### src/rtl/rtc_irq_ctrl.sv
// rtc_irq_ctrl: IIgs interrupt controller for RTC one-second/quarter-second and VGC scanline sources
// Soft-switches: C023 VGCINT, C032 clear VGC, C041 INTEN, C046 DIAG (read only), C047 clear Mega II.
// Ports:
//   CLK_14M, reset_n         system clock, asynchronous active-low reset
//   cen, sel, strobe         bus qualifiers; an access is sel & strobe & cen
//   addr, rw, din            C0xx low address byte, 1=read/0=write, write data
//   dout, rd_hit             registered read data, one-CLK pulse on a mapped read
//   onesec_in, qtrsec_in     RTC interrupt sources (edge-sensitive)
//   scan_in                  video scanline interrupt (edge-sensitive)
//   vbl_in                   vertical blank interrupt, present only with RTC_IRQ_VBL_EN
//   irq_n                    registered active-low CPU IRQ
// Define RTC_IRQ_VBL_EN to add the vbl_in source; without it vbl_st is tied to 0.
module rtc_irq_ctrl #(
    parameter logic [7:0] VGCINT_ADDR = 8'h23,
    parameter logic [7:0] CLRVGC_ADDR = 8'h32,
    parameter logic [7:0] INTEN_ADDR  = 8'h41,
    parameter logic [7:0] DIAG_ADDR   = 8'h46,
    parameter logic [7:0] CLRMII_ADDR = 8'h47
) (
    input  logic       CLK_14M,
    input  logic       reset_n,
    input  logic       cen,
    input  logic       sel,
    input  logic [7:0] addr,
    input  logic       rw,
    input  logic       strobe,
    input  logic [7:0] din,
    output logic [7:0] dout,
    output logic       rd_hit,
    input  logic       onesec_in,
    input  logic       qtrsec_in,
    input  logic       scan_in,
`ifdef RTC_IRQ_VBL_EN
    input  logic       vbl_in,
`endif
    output logic       irq_n
);
    logic       onesec_prev, qtr_prev, scan_prev;
    logic       sec_st, scan_st, qtr_st, vbl_st;
    logic       sec_en, scan_en;
    logic [4:0] inten;
    logic       acc, wr, rd, rd_map;
    logic       clr_sec, clr_scan, clr_mii;
    logic       irq_vgc, irq;
    logic [7:0] rd_data;
    logic       unused_din;

    assign unused_din = din[7];

    always_comb begin
        acc      = sel & strobe & cen;
        wr       = acc & ~rw;
        rd       = acc & rw;
        clr_sec  = wr & (addr == CLRVGC_ADDR) & ~din[6];
        clr_scan = wr & (addr == CLRVGC_ADDR) & ~din[5];
        clr_mii  = wr & (addr == CLRMII_ADDR);
        irq_vgc  = (sec_st & sec_en) | (scan_st & scan_en);
        irq      = irq_vgc | (qtr_st & inten[4]) | (vbl_st & inten[3]);
        rd_map   = (addr == VGCINT_ADDR) | (addr == CLRVGC_ADDR) |
                   (addr == INTEN_ADDR)  | (addr == DIAG_ADDR);
        rd_data  = (addr == VGCINT_ADDR) ? {irq_vgc, sec_st, scan_st, 2'b00, sec_en, scan_en, 1'b0} :
                   (addr == INTEN_ADDR)  ? {3'b000, inten} :
                   (addr == DIAG_ADDR)   ? {3'b000, qtr_st, vbl_st, 3'b000} : 8'h00;
    end

    // Status terms OR the rise after the clear so a same-cycle clear cannot drop an event.
    always_ff @(posedge CLK_14M or negedge reset_n) begin
        if (!reset_n) begin
            onesec_prev <= 1'b0;
            qtr_prev    <= 1'b0;
            scan_prev   <= 1'b0;
            sec_st      <= 1'b0;
            scan_st     <= 1'b0;
            qtr_st      <= 1'b0;
            sec_en      <= 1'b0;
            scan_en     <= 1'b0;
            inten       <= 5'd0;
            dout        <= 8'h00;
            rd_hit      <= 1'b0;
            irq_n       <= 1'b1;
        end else begin
            onesec_prev <= onesec_in;
            qtr_prev    <= qtrsec_in;
            scan_prev   <= scan_in;
            sec_st      <= (onesec_in & ~onesec_prev) | (sec_st & ~clr_sec);
            scan_st     <= (scan_in & ~scan_prev) | (scan_st & ~clr_scan);
            qtr_st      <= (qtrsec_in & ~qtr_prev) | (qtr_st & ~clr_mii);
            if (wr && addr == VGCINT_ADDR)
                {sec_en, scan_en} <= din[2:1];
            if (wr && addr == INTEN_ADDR)
                inten <= din[4:0];
            rd_hit <= rd & rd_map;
            if (rd && rd_map)
                dout <= rd_data;
            irq_n <= ~irq;
        end
    end

`ifdef RTC_IRQ_VBL_EN
    logic vbl_prev;

    always_ff @(posedge CLK_14M or negedge reset_n) begin
        if (!reset_n) begin
            vbl_prev <= 1'b0;
            vbl_st   <= 1'b0;
        end else begin
            vbl_prev <= vbl_in;
            vbl_st   <= (vbl_in & ~vbl_prev) | (vbl_st & ~clr_mii);
        end
    end
`else
    assign vbl_st = 1'b0;
`endif
endmodule
### config.mk
export PLATFORM = sky130hd
export DESIGN_NAME = rtc_irq_ctrl
export DESIGN_NICKNAME = d
export VERILOG_FILES = /design/src/rtl/rtc_irq_ctrl.sv
export SDC_FILE = /design/constraint.sdc
export NUM_CORES = 1
export LEC_CHECK = 0
export ABC_AREA = 1
export BUFFER_PORTS_ARGS = -buffer_cell sky130_fd_sc_hd__buf_2
export CAP_MARGIN = 20
export CORE_UTILIZATION = 50
export DETAILED_ROUTE_END_ITERATION = 16
export PLACE_DENSITY = 0.77
export SETUP_SLACK_MARGIN = 0.02
export SLEW_MARGIN = 20
export SYNTH_ARGS = -nofsm -noshare
export SYNTH_HDL_FRONTEND = slang
export SYNTH_SLANG_ARGS = --single-unit
### constraint.sdc
create_clock -name CLK_14M -period 1.45 [get_ports CLK_14M]
set_clock_uncertainty 0.2 [all_clocks]
set_input_delay 0.29 -clock CLK_14M [delete_from_list [all_inputs] [get_ports CLK_14M]]
set_output_delay 0.29 -clock CLK_14M [all_outputs]
set_load 0.02 [all_outputs]
==> results.toml <==
[floorplanning]
initial_core_util = 0.538
ios = 35
die_area_sq_um = 2610
core_sq_um = 2230
row_count = 17
chipWidth_um = 51.0
die_h_um = 51.0

[worst_setup_path]
reg2regPathDepth = 6
cp_top_family = "flip-flops"
crit_path_max_fanout = 1
critPathArrivalTime_ns = 0.97
crit_path_start_kind = "flip-flop"
worstSetupPathDepth = 1
worstReg2RegEnd = "dout[7]$_DFFE_PN0P_"
crit_buf_inv = 1
worst_setup_path_end_kind = "output port"
rrSetupSlack_ns = 0.21
crit_slowest_cell = "dfstp_2"
crit_required_ns = 0.96
crit_type = "reg2out"
crit_path_cell_trace = "buf_6"
cp_slowest_stage_delay_ns = 0.55
timing.rr.start = "scan_en$_DFFE_PN0P_"

[sta]
rsz0062_at_grt = "yes"
hold_ws_ns = 0.00944
fin_crit_sh = 1.00
fin_crit_ns = 1.46
finalWorstSetupSlack_ns = -0.00514
hold_violations = 0
tightest_slew_ns = 0.501
slew_viol_final = 0
setup_viol = 1
fmax_ghz = 0.687
slew_headroom = 0.666

[global_routing]
grt_pass1_vias = 992
grt_max_degree = 24
grt_use_total = 0.203
gr-total-overflow = 0
antenna_found_initial = 0
grt_pass1_wl_mm = 3.91

[clocking]
cts_setup_buffers = 0
cts_tree = "built"
cts_root_buf = "clkbuf_4"
h-tree-depth = 1
clock_latency_ns = 0.31
clock_path_buffers = 2
path_clk_slew_ns = 0.12
cts_made_buffers = 3
cts.sinks = 23

[yosys]
yosys-top-cells-area = "dfrtp_1, nand2_1, inv_1, nand2_2, nor2_1"
synth_fp_nets = 171
synth_cell_types = 17
yosys_warnings = 0
yosysTopAreaCellShare = 0.458
synth_area_leader_cell = "dfrtp_1"
syn_inst = 146
postSynthAreaPerCell_sq_um = 8.24
synth_area_sq_um = 1200
ys_ff_latch = 23
seq_area_frac_synth = 0.480

[layout]
fin_util = 0.678
drive_gt1_frac = 0.365
diodes = 0
syn_to_final_growth_pct = 25.9
nets = 218

[place]
port_buffers = 33
gp_congestion = 0.834
dp_slack_ns = -0.137
dpl.hpwl_mm = 1.80

[worst_hold_path]
min_path_type = "in2reg"
worstHoldStart = "din[5]"
hold_path_end = "scan_st$_DFF_PN0_"
whs_path_depth = 3

[detailed_routing]
drt_iter0_drc = 8
drtAntennaViolNets = 0
drc_errors = 0
vias_per_cell = 4.64
via_count = 1020
wire_per_inst_um = 10.3
wl_mm = 2.26
dr.pass1.iters = 4

[status]
violations = "negative setup slack"
status = "finished, violations left"

[flow_run]
drv_cap = 0

[pwr]
power.leakage_nw = 0.864
power.density_nw_per_um2 = 699
ir_drop_mv = 0.499
## cell type report
class	count	area (sq um)
clock buffer	3	22.5
clock inverter	1	5.00
fill	190	719
inverter	25	93.8
multi-input combinational	98	532
sequential	23	577
tap	28	35.0
timing repair buffer	42	249
## worst max-delay path by stage
stage / start / slack (ns) / endpoint
after floorplan: addr[7] / 0.11 / dout[0]$_DFFE_PN0P_
after global placement: addr[7] / -0.08 / dout[3]$_DFFE_PN0P_
after detailed placement: addr[7] / -0.14 / dout[5]$_DFFE_PN0P_
after CTS: irq_n$_DFF_PN1_ / -0.02 / irq_n
after global routing: irq_n$_DFF_PN1_ / -0.04 / irq_n
final: irq_n$_DFF_PN1_ / -0.005 / irq_n
## power breakdown
group / internal (mW) / leakage, nW / switching [mW] / total (mW)
clock network: 0.103 / 0.0177 / 0.192 / 0.295
registers: 0.648 / 0.285 / 0.00228 / 0.651
logic: 0.0490 / 0.561 / 0.0630 / 0.112
total: 0.801 / 0.864 / 0.257 / 1.06
## metrics by stage
step / cell area (sq um) / setup TNS (ns) / power [mW] / instances
detailed placement: 1440 / -1.35 / 0.767 / 212
global route: 1510 / -0.0385 / 1.11 / 220
CTS: 1510 / -0.0167 / 1.07 / 220
floorplan: 1200 / 0 / 0.704 / 146
finish: 1510 / -0.00514 / 1.06 / 220
global placement: 1440 / -0.760 / 0.762 / 212
## kinds of logic after synthesis
kind of cell           count (synthesis)  synth area share
buffers and inverters                 25            0.0780
AO/OA/AOI/OAI                         13            0.0541
flip-flops                            23             0.480
AND/OR/NAND/NOR                       85             0.388
## flip-flops by register name, summed over array words and instances, names as in the netlist
| register | cells |
|---|---|
| scan_st | 1 |
| dout | 8 |
| rd_hit | 1 |
| sec_st | 1 |
| scan_prev | 1 |
| irq_n | 1 |
| scan_en | 1 |
| qtr_st | 1 |
| sec_en | 1 |
| qtr_prev | 1 |
| onesec_prev | 1 |
| inten | 5 |
## repair_timing
action	CTS	global route
resized for setup	2	0
endpoints found under the setup margin	1	1
hold buffers	4	0
endpoints found under the hold margin	25	0
gates cloned	0	0
## cell usage after synthesis, drive strengths merged
| cell | count |
|---|---|
| a21oi | 3 |
| nand4 | 2 |
| o21ai | 10 |
| inv | 25 |
| dfstp | 1 |
| dfrtp | 22 |
| nand2 | 46 |
| nor2 | 26 |
| nand3 | 11 |
## routing by layer
layer / global-route usage / wire (um) / part of all wire / up-vias
met5: 0 / 0 / 0 / -
li1: - / - / - / 536
met1: 0.241 / 1010 / 0.45 / 454
met4: 0.0694 / 25 / 0.011 / 0
met3: 0.0446 / 98 / 0.043 / 4
met2: 0.360 / 1120 / 0.50 / 26
## placed cells by master (no fill, tap or decap)
| cell | netlist | routed |
|---|---|---|
| a21oi_1 | 3 | 3 |
| buf_2 | 0 | 32 |
| buf_4 | 0 | 5 |
| buf_6 | 0 | 1 |
| clkbuf_4 | 0 | 3 |
| clkinv_2 | 0 | 1 |
| dfrtp_1 | 22 | 22 |
| dfstp_2 | 1 | 1 |
| dlygate4sd3_1 | 0 | 4 |
| inv_1 | 23 | 23 |
| inv_2 | 2 | 2 |
| nand2_1 | 34 | 34 |
| nand2_2 | 10 | 10 |
| nand2_8 | 2 | 2 |
| nand3_1 | 9 | 9 |
| nand3_2 | 2 | 2 |
| nand4_1 | 2 | 2 |
| nor2_1 | 15 | 15 |
| nor2_2 | 6 | 6 |
| nor2_4 | 4 | 4 |
| nor2_8 | 1 | 1 |
| o21ai_0 | 8 | 8 |
| o21ai_1 | 2 | 2 |
Power figures use the tool's default switching activity.
